--- config.mk ---
export PLATFORM = sky130hd
export DESIGN_NAME = hdlc_rx_frame_ctrl
export DESIGN_NICKNAME = d
export VERILOG_FILES = /design/src/rtl/hdlc_rx_frame_ctrl.sv
export SDC_FILE = /design/constraint.sdc
export NUM_CORES = 1
export LEC_CHECK = 0
export BUFFER_PORTS_ARGS = -buffer_cell sky130_fd_sc_hd__buf_2
export CAP_MARGIN = 20
export CORE_UTILIZATION = 39
export DETAILED_ROUTE_END_ITERATION = 6
export GPL_TIMING_DRIVEN = 1
export SYNTH_ARGS = -nofsm -noshare
export SYNTH_HDL_FRONTEND = slang
export SYNTH_SLANG_ARGS = --single-unit
--- constraint.sdc ---
create_clock -name Clk -period 4.1 [get_ports Clk]
set_clock_uncertainty 0.1 [all_clocks]
set_input_delay 0.82 -clock Clk [delete_from_list [all_inputs] [get_ports Clk]]
set_output_delay 0.82 -clock Clk [all_outputs]
set_load 0.05 [all_outputs]
--- src/rtl/hdlc_rx_frame_ctrl.sv ---
// hdlc_rx_frame_ctrl
// Frame-level sequencer for the HDLC receive path. Takes flag/abort/byte
// strobes from the Rx deserializer, writes received bytes into the Rx frame
// buffer, and presents the finished frame (ready/size/read address) to the CPU.
//
// Optional build macro: HDLC_RX_FCS_CHECK_EN
//   defined   -> CRC-16/X.25 runs over every written byte; Rx_FCSerr flags a bad
//                residue at end of frame.
//   undefined -> no CRC logic, Rx_FCSerr tied low.
//
// Ports
//   Clk, Rst          clock (rising edge), async reset (active-low)
//   Rx_Enable         receiver enable; low returns to IDLE
//   Rx_FlagDetect     flag pulse from deserializer
//   Rx_AbortDetect    abort pulse from deserializer
//   Rx_NewByte/Rx_Data  byte strobe and byte
//   Rx_RdBuff/Rx_Drop CPU read strobe / discard stored frame
//   Rx_ValidFrame     frame in progress
//   Rx_AbortSignal    one-cycle abort indication
//   Rx_Overflow       sticky overflow flag
//   Rx_WrBuff/Rx_WrAddr/Rx_WrData  buffer write port
//   Rx_RdAddr         buffer read address
//   Rx_EoF            one-cycle end-of-frame pulse
//   Rx_Ready/Rx_FrameSize  stored frame available / data byte count
//   Rx_FrameError     one-cycle short-frame pulse
//   Rx_FCSerr         FCS mismatch on stored frame
//
// state | meaning
// IDLE  | waiting for an opening flag
// FRAME | receiving bytes between flags
// DONE  | frame stored, CPU reading or dropping it
module hdlc_rx_frame_ctrl #(
  parameter int MAX_BYTES = 128,
  parameter int MIN_FRAME = 4,
  parameter int ADDR_W    = 7
) (
  input  logic              Clk,
  input  logic              Rst,
  input  logic              Rx_Enable,
  input  logic              Rx_FlagDetect,
  input  logic              Rx_AbortDetect,
  input  logic              Rx_NewByte,
  input  logic [7:0]        Rx_Data,
  input  logic              Rx_RdBuff,
  input  logic              Rx_Drop,
  output logic              Rx_ValidFrame,
  output logic              Rx_AbortSignal,
  output logic              Rx_Overflow,
  output logic              Rx_WrBuff,
  output logic [ADDR_W-1:0] Rx_WrAddr,
  output logic [7:0]        Rx_WrData,
  output logic [ADDR_W-1:0] Rx_RdAddr,
  output logic              Rx_EoF,
  output logic              Rx_Ready,
  output logic [7:0]        Rx_FrameSize,
  output logic              Rx_FrameError,
  output logic              Rx_FCSerr
);

  localparam int CNT_W = $clog2(MAX_BYTES + 1);

  typedef enum logic [1:0] {IDLE, FRAME, DONE} state_t;

  state_t             state, stateNext;
  logic [CNT_W-1:0]   count, countNext;
  logic               validFrameNext, abortNext, overflowNext, wrBuffNext;
  logic [ADDR_W-1:0]  wrAddrNext, rdAddrNext;
  logic [7:0]         wrDataNext, frameSizeNext;
  logic               eofNext, readyNext, frameErrorNext;
  logic [7:0]         rdAddrExt;

  assign rdAddrExt = 8'(Rx_RdAddr);

`ifdef HDLC_RX_FCS_CHECK_EN
  logic [15:0] crc, crcNext;
  logic        fcsErrNext;

  // Reflected CRC-16/X.25 byte update (poly 0x1021 reversed = 0x8408).
  function automatic logic [15:0] crcByte(input logic [15:0] c, input logic [7:0] d);
    logic [15:0] r;
    r = c ^ {8'h00, d};
    for (int i = 0; i < 8; i++) r = r[0] ? ((r >> 1) ^ 16'h8408) : (r >> 1);
    return r;
  endfunction
`else
  assign Rx_FCSerr = 1'b0;
`endif

  always_ff @(posedge Clk or negedge Rst) begin
    if (!Rst) begin
      state          <= IDLE;
      count          <= '0;
      Rx_ValidFrame  <= 1'b0;
      Rx_AbortSignal <= 1'b0;
      Rx_Overflow    <= 1'b0;
      Rx_WrBuff      <= 1'b0;
      Rx_WrAddr      <= '0;
      Rx_WrData      <= '0;
      Rx_RdAddr      <= '0;
      Rx_EoF         <= 1'b0;
      Rx_Ready       <= 1'b0;
      Rx_FrameSize   <= '0;
      Rx_FrameError  <= 1'b0;
`ifdef HDLC_RX_FCS_CHECK_EN
      crc            <= 16'hFFFF;
      Rx_FCSerr      <= 1'b0;
`endif
    end else begin
      state          <= stateNext;
      count          <= countNext;
      Rx_ValidFrame  <= validFrameNext;
      Rx_AbortSignal <= abortNext;
      Rx_Overflow    <= overflowNext;
      Rx_WrBuff      <= wrBuffNext;
      Rx_WrAddr      <= wrAddrNext;
      Rx_WrData      <= wrDataNext;
      Rx_RdAddr      <= rdAddrNext;
      Rx_EoF         <= eofNext;
      Rx_Ready       <= readyNext;
      Rx_FrameSize   <= frameSizeNext;
      Rx_FrameError  <= frameErrorNext;
`ifdef HDLC_RX_FCS_CHECK_EN
      crc            <= crcNext;
      Rx_FCSerr      <= fcsErrNext;
`endif
    end
  end

  always_comb begin
    stateNext      = state;
    countNext      = count;
    validFrameNext = 1'b0;
    abortNext      = 1'b0;
    overflowNext   = Rx_Overflow;
    wrBuffNext     = 1'b0;
    wrAddrNext     = Rx_WrAddr;
    wrDataNext     = Rx_WrData;
    rdAddrNext     = Rx_RdAddr;
    eofNext        = 1'b0;
    readyNext      = 1'b0;
    frameSizeNext  = Rx_FrameSize;
    frameErrorNext = 1'b0;
`ifdef HDLC_RX_FCS_CHECK_EN
    crcNext        = crc;
    fcsErrNext     = Rx_FCSerr;
`endif

    if (!Rx_Enable) begin
      // Overflow is the only output that survives a disable.
      stateNext     = IDLE;
      countNext     = '0;
      wrAddrNext    = '0;
      wrDataNext    = '0;
      rdAddrNext    = '0;
      frameSizeNext = '0;
`ifdef HDLC_RX_FCS_CHECK_EN
      fcsErrNext    = 1'b0;
`endif
    end else begin
      case (state)
        IDLE: begin
          if (Rx_FlagDetect) begin
            stateNext      = FRAME;
            countNext      = '0;
            overflowNext   = 1'b0;
            validFrameNext = 1'b1;
`ifdef HDLC_RX_FCS_CHECK_EN
            crcNext        = 16'hFFFF;
`endif
          end
        end
        FRAME: begin
          validFrameNext = 1'b1;
          if (Rx_AbortDetect) begin
            stateNext      = IDLE;
            abortNext      = 1'b1;
            validFrameNext = 1'b0;
            countNext      = '0;
          end else if (Rx_FlagDetect) begin
            if (count == '0) begin
              // idle flag fill between frames
            end else if (count < CNT_W'(MIN_FRAME)) begin
              // Short frame: its closing flag doubles as the next opening flag.
              frameErrorNext = 1'b1;
              countNext      = '0;
`ifdef HDLC_RX_FCS_CHECK_EN
              crcNext        = 16'hFFFF;
`endif
            end else begin
              stateNext      = DONE;
              eofNext        = 1'b1;
              readyNext      = 1'b1;
              validFrameNext = 1'b0;
              frameSizeNext  = 8'(count - CNT_W'(2));
              countNext      = '0;
`ifdef HDLC_RX_FCS_CHECK_EN
              fcsErrNext     = (crc != 16'hF0B8);
`endif
            end
          end else if (Rx_NewByte) begin
            if (count < CNT_W'(MAX_BYTES)) begin
              wrBuffNext = 1'b1;
              wrAddrNext = count[ADDR_W-1:0];
              wrDataNext = Rx_Data;
              countNext  = count + CNT_W'(1);
`ifdef HDLC_RX_FCS_CHECK_EN
              crcNext    = crcByte(crc, Rx_Data);
`endif
            end else begin
              overflowNext = 1'b1;
            end
          end
        end
        DONE: begin
          readyNext = 1'b1;
          if (Rx_Drop || (Rx_RdBuff && (rdAddrExt == Rx_FrameSize - 8'd1))) begin
            stateNext  = IDLE;
            readyNext  = 1'b0;
            rdAddrNext = '0;
`ifdef HDLC_RX_FCS_CHECK_EN
            fcsErrNext = 1'b0;
`endif
          end else if (Rx_RdBuff) begin
            rdAddrNext = Rx_RdAddr + ADDR_W'(1);
          end
        end
        default: stateNext = IDLE;
      endcase
    end
  end

endmodule

### After elaboration in Yosys (flattened, before gate mapping)

Cells that the tools add are included.

| word-level totals | value |
|---|---|
| flip-flop bits (word level) | 47 |
| input port bits | 16 |
| output and inout port bits | 38 |
| word-level logic and storage cells | 131 |

| operators by class | value |
|---|---|
| add/sub/neg operators | 4 |
| $lt $le $gt $ge | 2 |
| equal/unequal tests | 27 |
| multiplexer cells | 74 |
| reduce and logical (&&, ||, !) cells | 11 |

Operators by type and width:

| kind | number |
|---|---|
| $mux 8 | 19 |
| $mux 7 | 10 |
| $mux 1 | 33 |
| $reduce_and 5->1 | 4 |
| $ne 2x2->1 const B | 9 |
| $pmux 8 s2 | 1 |
| $ne 5x5->1 const B | 3 |
| $mux 2 | 7 |
| $ne 4x4->1 const B | 3 |
| $ne 2x1->1 const B | 5 |
| $add 8x1->8 const B | 1 |
| $eq 7x8->1 | 1 |
| $logic_not 8->1 | 1 |
| $lt 8x3->1 const B | 1 |
| $lt 8x8->1 const B | 1 |
| $sub 8x1->8 const B | 1 |
| $sub 8x2->8 const B | 1 |
| $add 7x1->7 const B | 1 |
| $reduce_and 7->1 | 1 |
| $ne 3x1->1 const B | 2 |
| $ne 3x3->1 const B | 2 |
| $pmux 1 s2 | 3 |
| $pmux 2 s3 | 1 |
| $eq 2x1->1 const B | 1 |
| 6 further kinds | 6 |

### Logic depth before layout (Yosys ltp)

Gate-level depths: netlist of the first run.

| logic depth | value |
|---|---|
| word-level depth | 7 |
| mapped depth | 10 |
| mapped depth without buffers | 8 |

### Worst setup path before layout of the first run

Ideal clock, no wire load.

| timing path | value |
|---|---|
| path kind | register -> register |
| from | reg Rx_FrameSize[0] |
| to | reg state[1] |
| library setup time | 0.121 ns |
| arrival | 2.574 ns |
| data required time | 3.879 ns |
| path slack | 1.305 ns |
| cell stages (with the launch flop) | 11 |
| path buffers | 2 |
| period minus slack after synthesis | 2.795 ns |
| cells stage by stage | dfrtp_1 > buf_2 > inv_1 > ha_1 > buf_2 > nand2b_1 > o211a_1 > o31a_1 > o41ai_4 > o21ai_1 > a22o_1 |

| on the way | value |
|---|---|
| word-level cells in the longest chain between the ends | 6 |

Ends and longest elaborated chain:

| element | line | RTL |
|---|---|---|
| start, declared | 55 | `output logic [7:0] Rx_FrameSize,` |
| start signal, assigned | 120 | `Rx_FrameSize <= frameSizeNext;` |
| $sub 8x1->8 | 216 | `if (Rx_Drop \|\| (Rx_RdBuff && (rdAddrExt == Rx_FrameSize - 8'd1))) begin` |
| $eq 7x8->1 | 216 |  |
| $logic_and 1x1->1 | 216 |  |
| $logic_or 1x1->1 | 216 |  |
| $ne 3x3->1 (no line) | n/a |  |
| $reduce_and 5->1 (no line) | n/a |  |
| end signal, assigned | 109 | `state <= stateNext;` |
| end, declared | 64 | `state_t state, stateNext;` |

No other way between the ends.
A chain may end at the register's enable or synchronous reset.

### Final worst setup path of the first run

Same ends and word-level chain as after synthesis.

==> impl_metrics.toml, run 1 <==
[run_status]
status = "completed"

[synthesis]
yosys_register_bits = 47
yosys.area_share.simple_pct = 20.1
synth_cell_types = 53
async_flop_share_pct = 100
ys.warnings.count = 0
synth_area_mm2 = 0.00257
syn_nets = 288
synth_top_family_by_area = "compound AO/OA/AOI/OAI gates"
synth_edf_count = 0
synthAdderAreaFrac_pct = 4.39
ys.flop_type = "dfrtp_1"
syn_area_per_cell_um2 = 9.76
synth_compound_area_share_pct = 21.5
synthCells = 263
synth_xor_area_share_pct = 3.75
yosysSeqAreaShare_pct = 45.8
synth_mux_area_share_pct = 0.439

[power]
p_switching_mw = 0.210
power_density_mw_per_mm2 = 274
p_total_mw = 0.816
p_leak_nw = 1.53
p_clk_share_pct = 34.1
ir_drop_mv = 0.167
switching_share_pct = 25.7
p_int_mw = 0.606
pwr-share-seq_pct = 57.4
pwr-share-comb_pct = 8.5

[sta]
timing.setup.tns_ps = 0
final-max-slew-violation-count = 0
hold_violations = 0
post-route-period-util_pct = 64.5
max_slew_margin_pct = 34.8
fin_crit_ps = 2650
setup_viol_count_final = 0
max_freq_mhz = 378
hold_ws_ps = 337
rsz0062_at_grt = "no"
worst_slew_pin_slew_ps = 975

[layout]
fill_cells = 635
fin_util_pct = 47.0
final_common_cell = "buf_2"
nets = 337
areaGrowthSynthToFinish_pct = 16.2
layout_common_cells = "52 x buf_2, 47 x dfrtp_1, 32 x nand2_1"
drive_gt1_share_pct = 22.7
antenna_cells = 0

[global_routing]
antenna_found_initial = 0
grt_util_met2_pct = 26.8
grt_pass1_vias = 2001
grtUsageMet3_pct = 3.68
grt_use_met1_pct = 25.8
track_usage_pct = 17.8
top_usage_layer = "met2"
grt_first_pass_wirelength_mm = 10.1
grt_max_degree = 48
grt_overflow = 0

[placement]
portBuffers = 52
globalplace.congestion = 0.907
dp_hpwl_mm = 3.96

[drt]
drt_iter0_drc = 71
wl_per_cell_um = 14.4
ant_nets = 0
viasPerCell = 5.34
first_pass_iters = 4
drc = 0
vias = 2082
drt_wl_total_mm = 5.63

[cts]
cts.clk_slew.worst_paths_ps = 90
cts.sinks = 47
cts_buffers = 5
clk_path_buf_depth = 2
root_buffer = "clkbuf_8"
post-cts-setup-buffers = 0
worstSkewPairLatency_ps = 300
cts_tree = "yes"
cts_resized = 0
htree_levels = 2
ctsHoldBuffers = 0

[run]
maxCapViolations = 0

[die]
die_w_um = 83.1
rows = 29
core_mm2 = 0.00635
io_pins = 54
dieArea_mm2 = 0.00691
die_h_um = 83.1
start_util_pct = 40.4

[critical_path]
cp_max_fo = 9
critPathCaptureType = "flop"
crit_required_ps = 4190
path_class = "flop to flop"
start_kind = "flop"
cp.arrival_ps = 2740

[min_path]
hold_path.class = "primary input to asynchronous set/reset pin"
## final timing paths
path,slack [ps],startpoint,endpoint,cells after the start
worst max-delay path,1450,Rx_FrameSize[0]$_DFFE_PN0P_,state[1]$_DFFE_PN0P_,8
worst min-delay path,340,Rst,Rx_RdAddr[4]$_DFFE_PN0P_,1
worst max register to register,1450,Rx_FrameSize[0]$_DFFE_PN0P_,state[1]$_DFFE_PN0P_,8
worst min register to register,400,Rx_WrData[3]$_DFFE_PN0P_,Rx_WrData[3]$_DFFE_PN0P_,1
max in group asynchronous,3070,Rst,Rx_WrAddr[6]$_DFFE_PN0P_,2
min in group Clk,400,Rx_WrData[3]$_DFFE_PN0P_,Rx_WrData[3]$_DFFE_PN0P_,1
## metal layers
metal	part of all wire (%)	up-vias
met5	0	-
met4	1.1	0
met3	4.2	6
met2	44	48
met1	50	989
li1	-	1039
## area by class of cell
class                   instances  area (µm²)  area share (%)
well taps                      77        96.3            3.23
multi-input cells             192        1290            43.3
clock buffers                   5        68.8            2.31
flip-flops and latches         47        1180            39.4
repair buffers                 53         280            9.40
inverters                      13        48.8            1.64
clock inverters                 3        20.0           0.671
## power groups by stage
stage | sequential (mW) | combinational (mW) | clock, mW
floorplan | 0.486 | 0.0327 | 0
global placement | 0.478 | 0.0672 | 0
detailed placement | 0.478 | 0.0676 | 0
CTS | 0.469 | 0.0679 | 0.288
global route | 0.469 | 0.0770 | 0.315
finish | 0.469 | 0.0693 | 0.278
## flip-flops by register name, indices dropped and copies added (netlist names)
| register | flops |
|---|---|
| Rx_AbortSignal | 1 |
| Rx_EoF | 1 |
| Rx_FrameError | 1 |
| Rx_FrameSize | 8 |
| Rx_Overflow | 1 |
| Rx_RdAddr | 7 |
| Rx_Ready | 1 |
| Rx_ValidFrame | 1 |
| Rx_WrAddr | 7 |
| Rx_WrBuff | 1 |
| Rx_WrData | 8 |
| count | 8 |
| state | 2 |
## synthesized netlist by cell type, drive strengths merged, types with 2 or more instances
library cell | n | area, µm²
and2 | 3 | 18.8
nand4 | 2 | 12.5
or2 | 3 | 18.8
a22o | 16 | 140
clkbuf | 7 | 26.3
o2111ai | 2 | 23.8
o22ai | 2 | 12.5
nor2b | 3 | 18.8
and3 | 5 | 36.3
inv | 13 | 48.8
o41ai | 2 | 36.3
o21ai | 22 | 110
a21oi | 9 | 45.0
nor4 | 6 | 73.8
o21bai | 2 | 15.0
a21boi | 3 | 22.5
nor3 | 5 | 25.0
dfrtp | 47 | 1180
xor2 | 5 | 43.8
nand2 | 32 | 120
nor2 | 15 | 56.3
xnor2 | 6 | 52.6
buf | 4 | 22.5
ha | 9 | 113
a21o | 5 | 37.5
nand2b | 6 | 37.5
o31a | 2 | 17.5
o31ai | 2 | 15.0
or3 | 5 | 31.3
nand3 | 5 | 25.0
## metrics by stage
stage | std cells | instance area [µm²] | worst slack [ps]
finish | 390 | 2980 | 1450
global route | 390 | 2980 | 1250
CTS | 389 | 2960 | 1480
detailed placement | 381 | 2870 | 1370
global placement | 381 | 2870 | 1420
floorplan | 263 | 2570 | 1300
## critical path, stage by stage, from the launching register on
cell	delay [ps]
dfrtp_1	510
inv_1	80
ha_1	300
nand2b_1	190
o211a_1	140
o31a_1	290
o41ai_4	580
o21ai_1	150
a22o_1	200
## logic make-up after synthesis
family	Yosys count
xor+xnor	11
compound gates	76
mux	1
flops	47
fa+ha+maj	9
buf+inv	24
other cells	1
simple gates	94
(Power assumes the default switching activity.)
==> run 2: changes to the inputs <==
- ABC_AREA: not set -> 1
- clock period: 4.1 -> 2.5 ns (I/O delays scaled with it)
==> run 2 against run 1 <==
The run now ends with design-rule violations left. Worst setup slack worse by 990 ps. First-iteration DRC count up 130%. Maximum frequency up 30%. Area after synthesis up 3.1%. Die area up 3.1%. Global-route usage up 0.24 points. Utilization up 0.49 points. Critical path depth unchanged. Power up 110%. Critical path type unchanged. Largest power group unchanged.
==> impl_metrics.toml, run 2 <==
[run_status]
status = "finished, violations left"
violations = "design-rule violations"

[critical_path]
start_kind = "flop"
cp.arrival_ps = 2160
path_class = "flop to flop"
cp_max_fo = 12
crit_required_ps = 2620
critPathCaptureType = "flop"

[layout]
fill_cells = 666
fin_cells = 459
multiInputGateArea_mm2 = 0.00119
nets = 406
reg_top3 = "Rx_FrameSize: 8 flops, Rx_WrData: 8 flops, count: 8 flops"
final_area_mm2 = 0.00307
areaGrowthSynthToFinish_pct = 15.8
antenna_cells = 0
layout.area.seq_mm2 = 0.00118
layout_common_cells = "67 x nand2_1, 52 x buf_2, 51 x inv_1"
fin_util_pct = 47.5
drive_gt1_share_pct = 21.5
final_common_cell = "nand2_1"

[synthesis]
synth_top_area_share_pct = 44.4
ys.flop_type = "dfrtp_1"
async_flop_share_pct = 100
syn_nets = 354
yosysTopAreaCell = "dfrtp_1"
synthCells = 329
ys.warnings.count = 0
yosysMostFrequentCell = "nand2_1"
yosys-top-cells-count = "67 x nand2_1, 51 x inv_1, 47 x dfrtp_1"
synth_edf_count = 0
yosys_register_bits = 47
synth_area_leaders = "dfrtp_1 44%, nand2_1 9.5%, inv_1 7.2%"
synth_cell_types = 35
syn_area_per_cell_um2 = 8.04
synth_area_mm2 = 0.00265
yosysSeqAreaShare_pct = 44.4

[placement]
globalplace.congestion = 0.810
place_area_mm2 = 0.00297
dp_hpwl_mm = 4.58
portBuffers = 52
pre_cts_slack_ps = 449
place_inst = 451

[cts]
post-cts-setup-buffers = 0
root_buffer = "clkbuf_8"
cts_buffers = 5
cts_tree = "yes"
cts.clk_slew.worst_paths_ps = 90
cts_resized = 0
ctsHoldBuffers = 0
htree_levels = 2
clk_path_buf_depth = 2
worstSkewPairLatency_ps = 300
cts.sinks = 47

[sta]
rsz0062_at_grt = "no"
setup_viol_count_final = 0
fin_crit_ps = 2030
hold_violations = 0
final-max-slew-violation-count = 0
max_freq_mhz = 492
max_slew_margin_pct = 54.3
post-route-period-util_pct = 81.3
fin_ws_ps = 467
hold_ws_ps = 127
worst_slew_pin_slew_ps = 686
timing.setup.tns_ps = 0

[drt]
vias = 2225
drt_wl_total_mm = 5.94
dr_wl_met3_um = 242
wl_met2_mm = 2.56
drt_iter0_drc = 161
viasPerCell = 4.85
first_pass_iters = 6
wl_met1_mm = 3.05
ant_nets = 0
wl_per_cell_um = 12.9
highest_layer = "met4"
drc = 6

[run]
maxCapViolations = 0

[global_routing]
grt_overflow = 0
grt_max_degree = 31
grt_first_pass_wirelength_mm = 10.1
antenna_found_initial = 0
track_usage_pct = 18.0
grt_pass1_vias = 2141

[die]
io_pins = 54
start_util_pct = 41.0
die_w_um = 84.4
die_h_um = 84.4
rows = 29
core_mm2 = 0.00646
dieArea_mm2 = 0.00712

[power]
p_leak_nw = 1.63
p_total_mw = 1.70
power_density_mw_per_mm2 = 556
ir_drop_mv = 0.257

[min_path]
hold_path.class = "primary input to asynchronous set/reset pin"
## run 2: cell count changes after synthesis, sizes merged, moves of 10 or more
cell | previous run | this run
a22o | 16 | 0
inv | 13 | 58
nand2 | 32 | 69
nand3 | 5 | 20
nor2 | 15 | 32
o22ai | 2 | 15
xor2 | 5 | 15
## run 2: path summary, 6_finish.rpt
path	slack (ps)	startpoint	endpoint	cells after the start
worst max-delay path	470	state[1]$_DFFE_PN0P_	Rx_WrAddr[1]$_DFFE_PN0P_	8
worst min-delay path	130	Rst	Rx_RdAddr[3]$_DFFE_PN0P_	1
worst max register to register	470	state[1]$_DFFE_PN0P_	Rx_WrAddr[1]$_DFFE_PN0P_	8
worst min register to register	420	state[1]$_DFFE_PN0P_	state[1]$_DFFE_PN0P_	2
max in group asynchronous	1550	Rst	Rx_Overflow$_DFFE_PN0P_	2
min in group Clk	300	Rx_Data[4]	Rx_WrData[4]$_DFFE_PN0P_	3
## run 2: report_power, final
group / internal (mW) / total (mW) / leakage (nW) / switching, mW
logic: 0.106 / 0.385 / 0.923 / 0.280
clock network: 0.253 / 0.505 / 0.0515 / 0.252
registers: 0.789 / 0.813 / 0.653 / 0.0242
total: 1.15 / 1.70 / 1.63 / 0.556
## run 2: kinds of logic (layout without fill, tap and decap cells)
logic type,after synthesis,in the layout,share of synthesized area (%)
simple gates,141,141,24.0
buf+inv,68,121,10.5
flops,47,47,44.4
compound gates,44,44,10.4
xor+xnor,19,19,6.29
fa+ha+maj,9,9,4.26
other cells,1,1,0.142
## run 2: area by class of cell
type	instances	share of cell area, %
tap	77	3.14
inverter	58	7.10
timing repair buffer	55	9.22
sequential	47	38.4
multi-input combinational	214	38.9
clock buffer	8	3.27
## run 2: critical path, cell delays in order, from the launching register on
cell and delay (ps):
dfrtp_1 410, inv_1 80, ha_1 290, nand2_4 100, nor2_2 200, inv_2 70, nor2_2 370, inv_2 150
o22ai_1 180
## run 2: metal layers
metal	vias up	global-route usage, %
met4	0	6.01
li1	1152	-
met3	8	3.24
met2	47	26.2
met1	1018	27.2
met5	-	0
